--- src/rtl/nrisc_ula_pipe.sv ---
// Pipelined NRISC ULA: single-cycle ALU ops and an iterative shift-add multiply,
// with valid/ready handshakes on both sides and a registered result/flags stage.
module nrisc_ula_pipe #(
  parameter int TAM = 16,
  parameter int SHW = $clog2(TAM)
) (
  input  logic           clk,
  input  logic           rst,
  input  logic           in_valid,
  output logic           in_ready,
  input  logic [TAM-1:0] ULA_A,
  input  logic [TAM-1:0] ULA_B,
  input  logic [3:0]     ULA_ctrl,
  output logic           out_valid,
  input  logic           out_ready,
  output logic [TAM-1:0] ULA_OUT,
  output logic [3:0]     ULA_flags,
  output logic           ULA_err
);

  localparam logic [3:0] OP_ADD  = 4'b0000;
  localparam logic [3:0] OP_SUB  = 4'b0001;
  localparam logic [3:0] OP_AND  = 4'b0010;
  localparam logic [3:0] OP_OR   = 4'b0011;
  localparam logic [3:0] OP_XOR  = 4'b0100;
  localparam logic [3:0] OP_SHR  = 4'b0101;
  localparam logic [3:0] OP_SHL  = 4'b0110;
  localparam logic [3:0] OP_NOT  = 4'b0111;
  localparam logic [3:0] OP_ASR  = 4'b1000;
  localparam logic [3:0] OP_MUL  = 4'b1001;
  localparam logic [3:0] OP_CMP  = 4'b1010;
  localparam logic [3:0] OP_ROTR = 4'b1101;
  localparam logic [3:0] OP_ROTL = 4'b1110;

  localparam logic [SHW-1:0] CNT_LAST = SHW'(TAM - 1);
  localparam logic [SHW-1:0] CNT_ONE  = {{(SHW-1){1'b0}}, 1'b1};

  typedef enum logic {ST_IDLE = 1'b0, ST_MUL = 1'b1} state_t;

  state_t           state_q, state_d;
  logic             out_valid_q, out_valid_d;
  logic [TAM-1:0]   out_q, out_d;
  logic [3:0]       flags_q, flags_d;
  logic             err_q, err_d;
  logic [2*TAM-1:0] mcand_q, mcand_d;
  logic [TAM-1:0]   mplier_q, mplier_d;
  logic [2*TAM-1:0] acc_q, acc_d;
  logic [SHW-1:0]   cnt_q, cnt_d;

  logic [SHW-1:0]   shamt_s;
  logic [SHW-1:0]   shamt_neg_s;
  logic [TAM:0]     sum_s;
  logic [TAM:0]     diff_s;
  logic [TAM:0]     shl_w_s;
  logic [TAM:0]     shr_w_s;
  logic [TAM:0]     asr_w_s;
  logic [2*TAM-1:0] rot_w_s;
  logic [TAM-1:0]   alu_res_s;
  logic [3:0]       alu_flags_s;
  logic             alu_err_s;
  logic [2*TAM-1:0] acc_step_s;
  logic             accept_s;
  logic             out_free_s;

  // Packs {V,C,N,Z}; N and Z always come from the value the flags describe.
  function automatic logic [3:0] mk_flags(input logic v, input logic c, input logic [TAM-1:0] val);
    mk_flags = {v, c, val[TAM-1], ~|val};
  endfunction

  // Single-cycle ALU; the extra bit on each shift vector captures the last bit shifted out.
  always_comb begin
    shamt_s     = ULA_B[SHW-1:0];
    shamt_neg_s = {SHW{1'b0}} - shamt_s;
    sum_s       = {1'b0, ULA_A} + {1'b0, ULA_B};
    diff_s      = {1'b0, ULA_A} - {1'b0, ULA_B};
    shl_w_s     = {1'b0, ULA_A} << shamt_s;
    shr_w_s     = {ULA_A, 1'b0} >> shamt_s;
    asr_w_s     = $signed({ULA_A, 1'b0}) >>> shamt_s;
    rot_w_s     = {ULA_A, ULA_A};
    alu_res_s   = {TAM{1'b0}};
    alu_flags_s = 4'b0000;
    alu_err_s   = 1'b0;
    case (ULA_ctrl)
      OP_ADD: begin
        alu_res_s   = sum_s[TAM-1:0];
        alu_flags_s = mk_flags((ULA_A[TAM-1] == ULA_B[TAM-1]) && (sum_s[TAM-1] != ULA_A[TAM-1]),
                               sum_s[TAM], sum_s[TAM-1:0]);
      end
      OP_SUB, OP_CMP: begin
        alu_res_s   = (ULA_ctrl == OP_CMP) ? ULA_A : diff_s[TAM-1:0];
        alu_flags_s = mk_flags((ULA_A[TAM-1] != ULA_B[TAM-1]) && (diff_s[TAM-1] != ULA_A[TAM-1]),
                               diff_s[TAM], diff_s[TAM-1:0]);
      end
      OP_AND: begin
        alu_res_s   = ULA_A & ULA_B;
        alu_flags_s = mk_flags(1'b0, 1'b0, ULA_A & ULA_B);
      end
      OP_OR: begin
        alu_res_s   = ULA_A | ULA_B;
        alu_flags_s = mk_flags(1'b0, 1'b0, ULA_A | ULA_B);
      end
      OP_XOR: begin
        alu_res_s   = ULA_A ^ ULA_B;
        alu_flags_s = mk_flags(1'b0, 1'b0, ULA_A ^ ULA_B);
      end
      OP_NOT: begin
        alu_res_s   = ~ULA_A;
        alu_flags_s = mk_flags(1'b0, 1'b0, ~ULA_A);
      end
      OP_SHR: begin
        alu_res_s   = shr_w_s[TAM:1];
        alu_flags_s = mk_flags(1'b0, shr_w_s[0], shr_w_s[TAM:1]);
      end
      OP_ASR: begin
        alu_res_s   = asr_w_s[TAM:1];
        alu_flags_s = mk_flags(1'b0, asr_w_s[0], asr_w_s[TAM:1]);
      end
      OP_SHL: begin
        alu_res_s   = shl_w_s[TAM-1:0];
        alu_flags_s = mk_flags(1'b0, shl_w_s[TAM], shl_w_s[TAM-1:0]);
      end
      OP_ROTR: begin
        alu_res_s   = TAM'(rot_w_s >> shamt_s);
        alu_flags_s = mk_flags(1'b0, 1'b0, TAM'(rot_w_s >> shamt_s));
      end
      OP_ROTL: begin
        alu_res_s   = TAM'(rot_w_s >> shamt_neg_s);
        alu_flags_s = mk_flags(1'b0, 1'b0, TAM'(rot_w_s >> shamt_neg_s));
      end
      OP_MUL: begin
        alu_res_s   = {TAM{1'b0}};
        alu_flags_s = 4'b0000;
      end
      default: begin
        alu_res_s   = {TAM{1'b0}};
        alu_flags_s = 4'b0000;
        alu_err_s   = 1'b1;
      end
    endcase
  end

  // Handshake, output-register and multiply sequencing.
  always_comb begin
    out_free_s  = !out_valid_q || out_ready;
    in_ready    = (state_q == ST_IDLE) && out_free_s;
    accept_s    = in_valid && in_ready;
    acc_step_s  = acc_q + (mplier_q[0] ? mcand_q : {(2*TAM){1'b0}});
    state_d     = state_q;
    out_valid_d = out_valid_q && !out_ready;
    out_d       = out_q;
    flags_d     = flags_q;
    err_d       = err_q;
    mcand_d     = mcand_q;
    mplier_d    = mplier_q;
    acc_d       = acc_q;
    cnt_d       = cnt_q;
    if (state_q == ST_IDLE) begin
      if (accept_s && (ULA_ctrl == OP_MUL)) begin
        state_d  = ST_MUL;
        mcand_d  = {{TAM{1'b0}}, ULA_A};
        mplier_d = ULA_B;
        acc_d    = {(2*TAM){1'b0}};
        cnt_d    = {SHW{1'b0}};
      end else if (accept_s) begin
        out_valid_d = 1'b1;
        out_d       = alu_res_s;
        flags_d     = alu_flags_s;
        err_d       = alu_err_s;
      end else begin
        state_d = ST_IDLE;
      end
    end else begin
      // Final step only retires once the output register is free; otherwise everything holds.
      if ((cnt_q == CNT_LAST) && out_free_s) begin
        state_d     = ST_IDLE;
        out_valid_d = 1'b1;
        out_d       = acc_step_s[TAM-1:0];
        flags_d     = mk_flags(1'b0, |acc_step_s[2*TAM-1:TAM], acc_step_s[TAM-1:0]);
        err_d       = 1'b0;
        acc_d       = acc_step_s;
        cnt_d       = {SHW{1'b0}};
      end else if (cnt_q != CNT_LAST) begin
        acc_d    = acc_step_s;
        mcand_d  = mcand_q << 1;
        mplier_d = mplier_q >> 1;
        cnt_d    = cnt_q + CNT_ONE;
      end else begin
        state_d = ST_MUL;
      end
    end
  end

  // State and output registers with synchronous reset.
  always_ff @(posedge clk) begin
    if (rst) begin
      state_q     <= ST_IDLE;
      out_valid_q <= 1'b0;
      out_q       <= {TAM{1'b0}};
      flags_q     <= 4'b0000;
      err_q       <= 1'b0;
      mcand_q     <= {(2*TAM){1'b0}};
      mplier_q    <= {TAM{1'b0}};
      acc_q       <= {(2*TAM){1'b0}};
      cnt_q       <= {SHW{1'b0}};
    end else begin
      state_q     <= state_d;
      out_valid_q <= out_valid_d;
      out_q       <= out_d;
      flags_q     <= flags_d;
      err_q       <= err_d;
      mcand_q     <= mcand_d;
      mplier_q    <= mplier_d;
      acc_q       <= acc_d;
      cnt_q       <= cnt_d;
    end
  end

  assign out_valid = out_valid_q;
  assign ULA_OUT   = out_q;
  assign ULA_flags = flags_q;
  assign ULA_err   = err_q;

endmodule

--- config.mk ---
export PLATFORM = sky130hd
export DESIGN_NAME = nrisc_ula_pipe
export DESIGN_NICKNAME = d
export VERILOG_FILES = /design/src/rtl/nrisc_ula_pipe.sv
export SDC_FILE = /design/constraint.sdc
export NUM_CORES = 1
export LEC_CHECK = 0
export BUFFER_PORTS_ARGS = -buffer_cell sky130_fd_sc_hd__buf_2
export CORE_ASPECT_RATIO = 0.7
export CORE_MARGIN = 3
export CORE_UTILIZATION = 35
export DETAILED_ROUTE_END_ITERATION = 16
export GPL_ROUTABILITY_DRIVEN = 0
export PLACE_DENSITY_LB_ADDON = 0.1
export RECOVER_POWER = 50
export SYNTH_ARGS = -nofsm -noshare
export SYNTH_HDL_FRONTEND = slang
export SYNTH_SLANG_ARGS = --single-unit
--- constraint.sdc ---
create_clock -name clk -period 5.04 [get_ports clk]
set_input_delay 0.756 -clock clk [delete_from_list [all_inputs] [get_ports clk]]
set_output_delay 0.756 -clock clk [all_outputs]
set_load 0.005 [all_outputs]
## After elaboration in Yosys (flattened, before gate mapping)

Index checks and enable logic that the tools add are counted.

| word-level totals | value |
|---|---|
| bits in registers | 107 |
| word-level logic and storage cells | 130 |

| cells by class | value |
|---|---|
| add/sub/neg operators | 5 |
| equality and inequality tests | 23 |
| shift-type cells | 5 |
| multiplexer cells | 40 |
| bitwise logic cells | 5 |
| reduce and logical (&&, ||, !) cells | 43 |

Operators by type and width:

| cell | count |
|---|---|
| 2-to-1 mux 32 bit | 9 |
| OR reduction 16 bit | 13 |
| one-hot mux 16 bit (11 select lines) | 1 |
| 2-to-1 mux 16 bit | 9 |
| right shift 32 x 4 -> 16 bit | 2 |
| one-hot mux 4 bit (11 select lines) | 1 |
| adder 32 bit | 1 |
| 2-to-1 mux 4 bit | 8 |
| equality test 4 bit, second input constant | 6 |
| adder 16 x 16 -> 17 bit | 1 |
| left shift 16 x 4 -> 17 bit | 1 |
| right shift 17 x 4 -> 17 bit | 1 |
| >>> shifter 17 x 4 -> 17 bit | 1 |
| subtractor 16 x 16 -> 17 bit | 1 |
| bitwise AND 16 bit | 1 |
| equality test 4 x 3 -> 1 bit, second input constant | 4 |
| inverter 16 bit | 1 |
| bitwise OR 16 bit | 1 |
| XOR 16 bit | 1 |
| zero test 1 bit | 14 |
| OR reduction 13 bit | 1 |
| 2-to-1 mux 1 bit | 12 |
| equality test 4 x 2 -> 1 bit, second input constant | 2 |
| logical AND 1 bit | 7 |
| 16 further kinds | 22 |

## Longest topological paths before layout

| depth | value |
|---|---|
| depth in word-level cells | 8 |
| gate-level depth with buffers | 16 |

## Worst setup path after synthesis

Ideal clock, no wire load.

| timing | value |
|---|---|
| kind | input to register |
| start point | input port ULA_B[2] |
| end point | register flags_q[0], in the netlist ULA_flags[0] |
| setup time | 101 ps |
| data arrival time | 4,323 ps |
| required time | 4,939 ps |
| path slack | 616 ps |
| stages | 15 |
| path buffers | 4 |
| cell sequence | buf_2 buf_1 inv_2 clkbuf_1 ha_1 clkbuf_1 nor3_1 and2_1 nor3_1 o31ai_1 xnor2_1 or4_1 a2111oi_0 nand4bb_1 o41ai_1 |

| between the ends | value |
|---|---|
| cells in the longest elaborated chain, start to end | 8 |
| elaborated cells between the ends (all ways) | 35 |
| those cells by class | 3 x add/sub; 5 x shift; 4 x mux; 3 x bitwise; 20 x reduce/logical |

RTL lines:

| element | RTL line | text |
|---|---|---|
| from (decl) | 12 | `input logic [TAM-1:0] ULA_B,` |
| subtractor 1 x 4 -> 4 bit | 73 | `shamt_neg_s = {SHW{1'b0}} - shamt_s;` |
| right shift 32 x 4 -> 16 bit | 128 | `alu_flags_s = mk_flags(1'b0, 1'b0, TAM'(rot_w_s >> shamt_neg_s));` |
| OR reduction 16 bit | 67 | `mk_flags = {v, c, val[TAM-1], ~\|val};` |
| zero test 1 bit | 67 |  |
| one-hot mux 4 bit (11 select lines) (*) | 83 | `case (ULA_ctrl)` |
| 2-to-1 mux 4 bit (*) | 164 | `end else if (accept_s) begin` |
| 2-to-1 mux 4 bit (*) | 158 | `if (accept_s && (ULA_ctrl == OP_MUL)) begin` |
| 2-to-1 mux 4 bit (*) | 157 | `if (state_q == ST_IDLE) begin` |
| to (signal assigned) | 209 | `flags_q <= flags_d;` |
| to (decl) | 43 | `logic [3:0] flags_q, flags_d;` |

Every way passes the cells marked *; elsewhere a longest branch is shown, timed or not. The select of a mux whose other input is x is not followed.
A chain may end at the register's enable or synchronous reset.

## Final worst setup path

| timing | value |
|---|---|
| start point | input port ULA_B[0] |
| end point | register out_q[7], in the netlist ULA_OUT[7] |

| between the ends | value |
|---|---|
| cells in the longest elaborated chain, start to end | 6 |
| elaborated cells between the ends (all ways) | 13 |
| those cells by class | 3 x add/sub; 5 x shift; 5 x mux |

RTL lines:

| element | RTL line | text |
|---|---|---|
| subtractor 1 x 4 -> 4 bit / subtractor 16 x 16 -> 17 bit (equally long branches) | 73, 75 |  |
| right shift 32 x 4 -> 16 bit / 2-to-1 mux 16 bit (equally long branches) | 127, 90 |  |
| one-hot mux 16 bit (11 select lines) (*) | 83 |  |
| 2-to-1 mux 16 bit (*) | 164 |  |
| 2-to-1 mux 16 bit (*) | 158 |  |
| 2-to-1 mux 16 bit (*) | 157 |  |
| to (signal assigned) | 198 | `out_q <= {TAM{1'b0}};` |
| to (signal assigned) | 208 | `out_q <= out_d;` |
| to (decl) | 42 | `logic [TAM-1:0] out_q, out_d;` |

Marked as above.

==> impl_metrics.json <==
{
  "run_status": "finished with violations",
  "violations": "max-capacitance violations, max-slew violations",
  "clock_insertion_delay_at_the_later_pin_of_the_skew_report_ns": 0.38,
  "min_period_ns": 4.58,
  "global_route.usage.total_pct": 27.6,
  "layout_common_cells": "sky130_fd_sc_hd__nor2_1, sky130_fd_sc_hd__nand2_1, sky130_fd_sc_hd__a21oi_1",
  "tritoncts": "done",
  "crit_path_top_delay_cell": "sky130_fd_sc_hd__o41ai_1",
  "grt_overflow_total": 0,
  "post-dp-hpwl_mm": 40.1,
  "start_kind": "input port",
  "mappedNetlistArea_mm2": 0.0126,
  "dieWidth_um": 232,
  "drive_gt1_share_pct": 11.8,
  "holdCritPathClass": "reg -> reg",
  "p_leak_nw": 5.18,
  "htreeDepth": 3,
  "cp.arrival_ns": 4.70,
  "routed-via-count": 13493,
  "finalHoldViolations": 0,
  "maximum_count_of_clock_buffers_along_a_single_path": 2,
  "fraction_of_the_cycle_the_final_worst_path_needs_pct": 90.8,
  "antenna_found_initial": 0,
  "drc": 0,
  "criticalPathCategory": "in -> reg",
  "yosysSeqAreaShare_pct": 17.1,
  "layout_commonest_cell": "sky130_fd_sc_hd__nor2_1",
  "cts_resized": 0,
  "max_cap_viol_count": 2,
  "fmaxAchievable_mhz": 218,
  "placement.io_buffers": 62,
  "number_of_nets_with_antenna_violations_after_detailed_routing": 0,
  "numClockSinks": 107,
  "tightest_pin_transition_ns": 3.08,
  "finish.cell_count_without_fillers": 2130,
  "ys_ff_latch": 107,
  "grt_setup_unrepaired": "no",
  "endpoint_kind": "flop",
  "total_power_w": 0.00268,
  "detail_route.vias_per_cell": 6.33,
  "critical_path_required_ns": 5.16,
  "initial_utilization_pct": 35.8,
  "die-area_mm2": 0.0382,
  "synth-edff-count": 0,
  "synthCells": 1663,
  "numCtsBuffers": 9,
  "syn_nets": 1789,
  "fin_tns_setup_ns": 0,
  "finalClockSkew_ns": 0.00896,
  "grt_start_max_net_pins": 65,
  "placed_cells": 2114,
  "number_of_max_slew_violations_in_the_final_report": 110,
  "hold_bufs_at_cts": 0,
  "antenna_cells_inserted": 0,
  "cts_setup_buffers": 0,
  "max_slew_margin_pct": -105,
  "irDropWorstVdd_v": 0.000174,
  "crit_path_frequent_cell": "sky130_fd_sc_hd__buf_4",
  "count_of_different_cell_masters_after_synthesis": 82,
  "finish.net_count": 1779,
  "route.final.wire_length_mm": 53.3,
  "placedInstanceArea_mm2": 0.0133,
  "vias_in_the_first_global_route": 12331,
  "synthesis.yosys.warnings": 0,
  "finish.instance_area_mm2": 0.0136,
  "dr.first_iter.drc_count": 1954,
  "drt-pass1-iter-count": 5,
  "ff2ff_setup_slack_ns": 0.55,
  "clk_pin_slew_worst_paths_ns": 0.08,
  "power_density_mw_per_mm2": 197,
  "detail_route.wl_per_cell_um": 25.0,
  "async_flop_share_pct": 0,
  "chipHeight_um": 164,
  "flow.area_growth_from_synthesis_pct": 8.31,
  "floorplan.rows": 57,
  "postSynth.topFlopCell": "sky130_fd_sc_hd__dfxtp_1",
  "timing.critical_path.cells": "buf_2, buf_4, nor3_1, xnor2_1, buf_4, nor2_1, a21oi_1, nand2_1, nand3_1, o41ai_1, buf_4, a311oi_1",
  "crit_path_max_incr_delay_ns": 1.00,
  "floorplan.core_area_mm2": 0.0350,
  "path_max_fanout": 11,
  "design.portCount": 63,
  "grt_pass1_wl_mm": 79.9,
  "synth_area_per_cell_um2": 7.55,
  "root_buffer": "sky130_fd_sc_hd__clkbuf_16",
  "timing.final.setup_violations": 0
}
[registers in the layout, summed over array words and instances, names as in the netlist]
register   cells
acc_q         32
mcand_q       32
ULA_OUT       16
mplier_q      16
ULA_flags      4
cnt_q          4
ULA_err        1
out_valid      1
state_q        1
[worst max-delay path, delay by kind of cell]
| family | cells | cell delay, ns |
|---|---|---|
| AO/OA/AOI/OAI | 3 | 1.15 |
| XOR/XNOR | 1 | 0.40 |
| buffers and inverters | 4 | 0.97 |
| AND/OR/NAND/NOR | 4 | 1.39 |
[per-stage QoR]
step / hold slack, ns / util [%] / setup slack (ns)
3_3_place_gp: 0.441 / 38.1 / 0.417
5_1_grt: 0.473 / 38.8 / 0.402
4_1_cts: 0.456 / 39.0 / 0.797
3_5_place_dp: 0.444 / 38.1 / 0.456
2_1_floorplan: 0.432 / - / 0.616
6_report: 0.455 / 38.8 / 0.462
[cell usage after synthesis, types with 21 or more instances]
cell type                  count  area share, %
sky130_fd_sc_hd__nor2_1      206            6.2
sky130_fd_sc_hd__nand2_1     158            4.7
sky130_fd_sc_hd__a21oi_1     126            5.0
sky130_fd_sc_hd__clkbuf_1    114            3.4
sky130_fd_sc_hd__dfxtp_1     107             17
sky130_fd_sc_hd__ha_1         83            8.3
sky130_fd_sc_hd__o21ai_0      73            2.9
sky130_fd_sc_hd__mux2i_1      64            5.1
sky130_fd_sc_hd__inv_1        53            1.6
sky130_fd_sc_hd__mux4_2       50            9.0
sky130_fd_sc_hd__nand3_1      50            2.0
sky130_fd_sc_hd__a211oi_1     46            2.8
sky130_fd_sc_hd__and2_1       43            2.1
sky130_fd_sc_hd__xnor2_1      41            2.9
sky130_fd_sc_hd__nor3_1       39            1.6
sky130_fd_sc_hd__a22oi_1      29            1.7
sky130_fd_sc_hd__o22ai_1      24            1.2
sky130_fd_sc_hd__o211ai_1     21            1.3
[per-layer routing]
layer | global-route usage [%] | up-vias | share of wire [%]
met1 | 40.7 | 6496 | 46
met3 | 11.0 | 104 | 13
met2 | 36.8 | 746 | 38
li1 | - | 6147 | -
met5 | 0 | - | 0
met4 | 6.44 | 0 | 2.4
[power by group]
group          internal (W)  switching, W
registers          0.000870     0.0000214
logic              0.000362      0.000669
clock network      0.000392      0.000365
total               0.00162       0.00106
[final timing paths]
path / start / endpoint / depth (start not counted)
max: ULA_B[0] / ULA_OUT[7] / 12
min: mcand_q[31] / mcand_q[31] / 2
min reg2reg: mcand_q[31] / mcand_q[31] / 2
max reg2reg: mplier_q[0] / ULA_flags[2] / 13
[final cells by class]
cell class	instances	area, um2
multi-input combinational	1368	9710
inverter	55	206
sequential	107	2140
timing repair buffer	112	649
clock buffer	12	236
clock inverter	4	57.6
fill	3704	21400
tap	472	591
[cell families after synthesis]
group                      synth area share (%)
and+or+nand+nor                            22.9
AOI/OAI and AO/OA                          25.9
buffers and inverters                      5.74
muxes                                      15.8
DFF                                        17.1
adders and majority gates                  8.75
xor gates and xnor gates                   3.84
No activity file was read; power rests on OpenSTA's default activity.
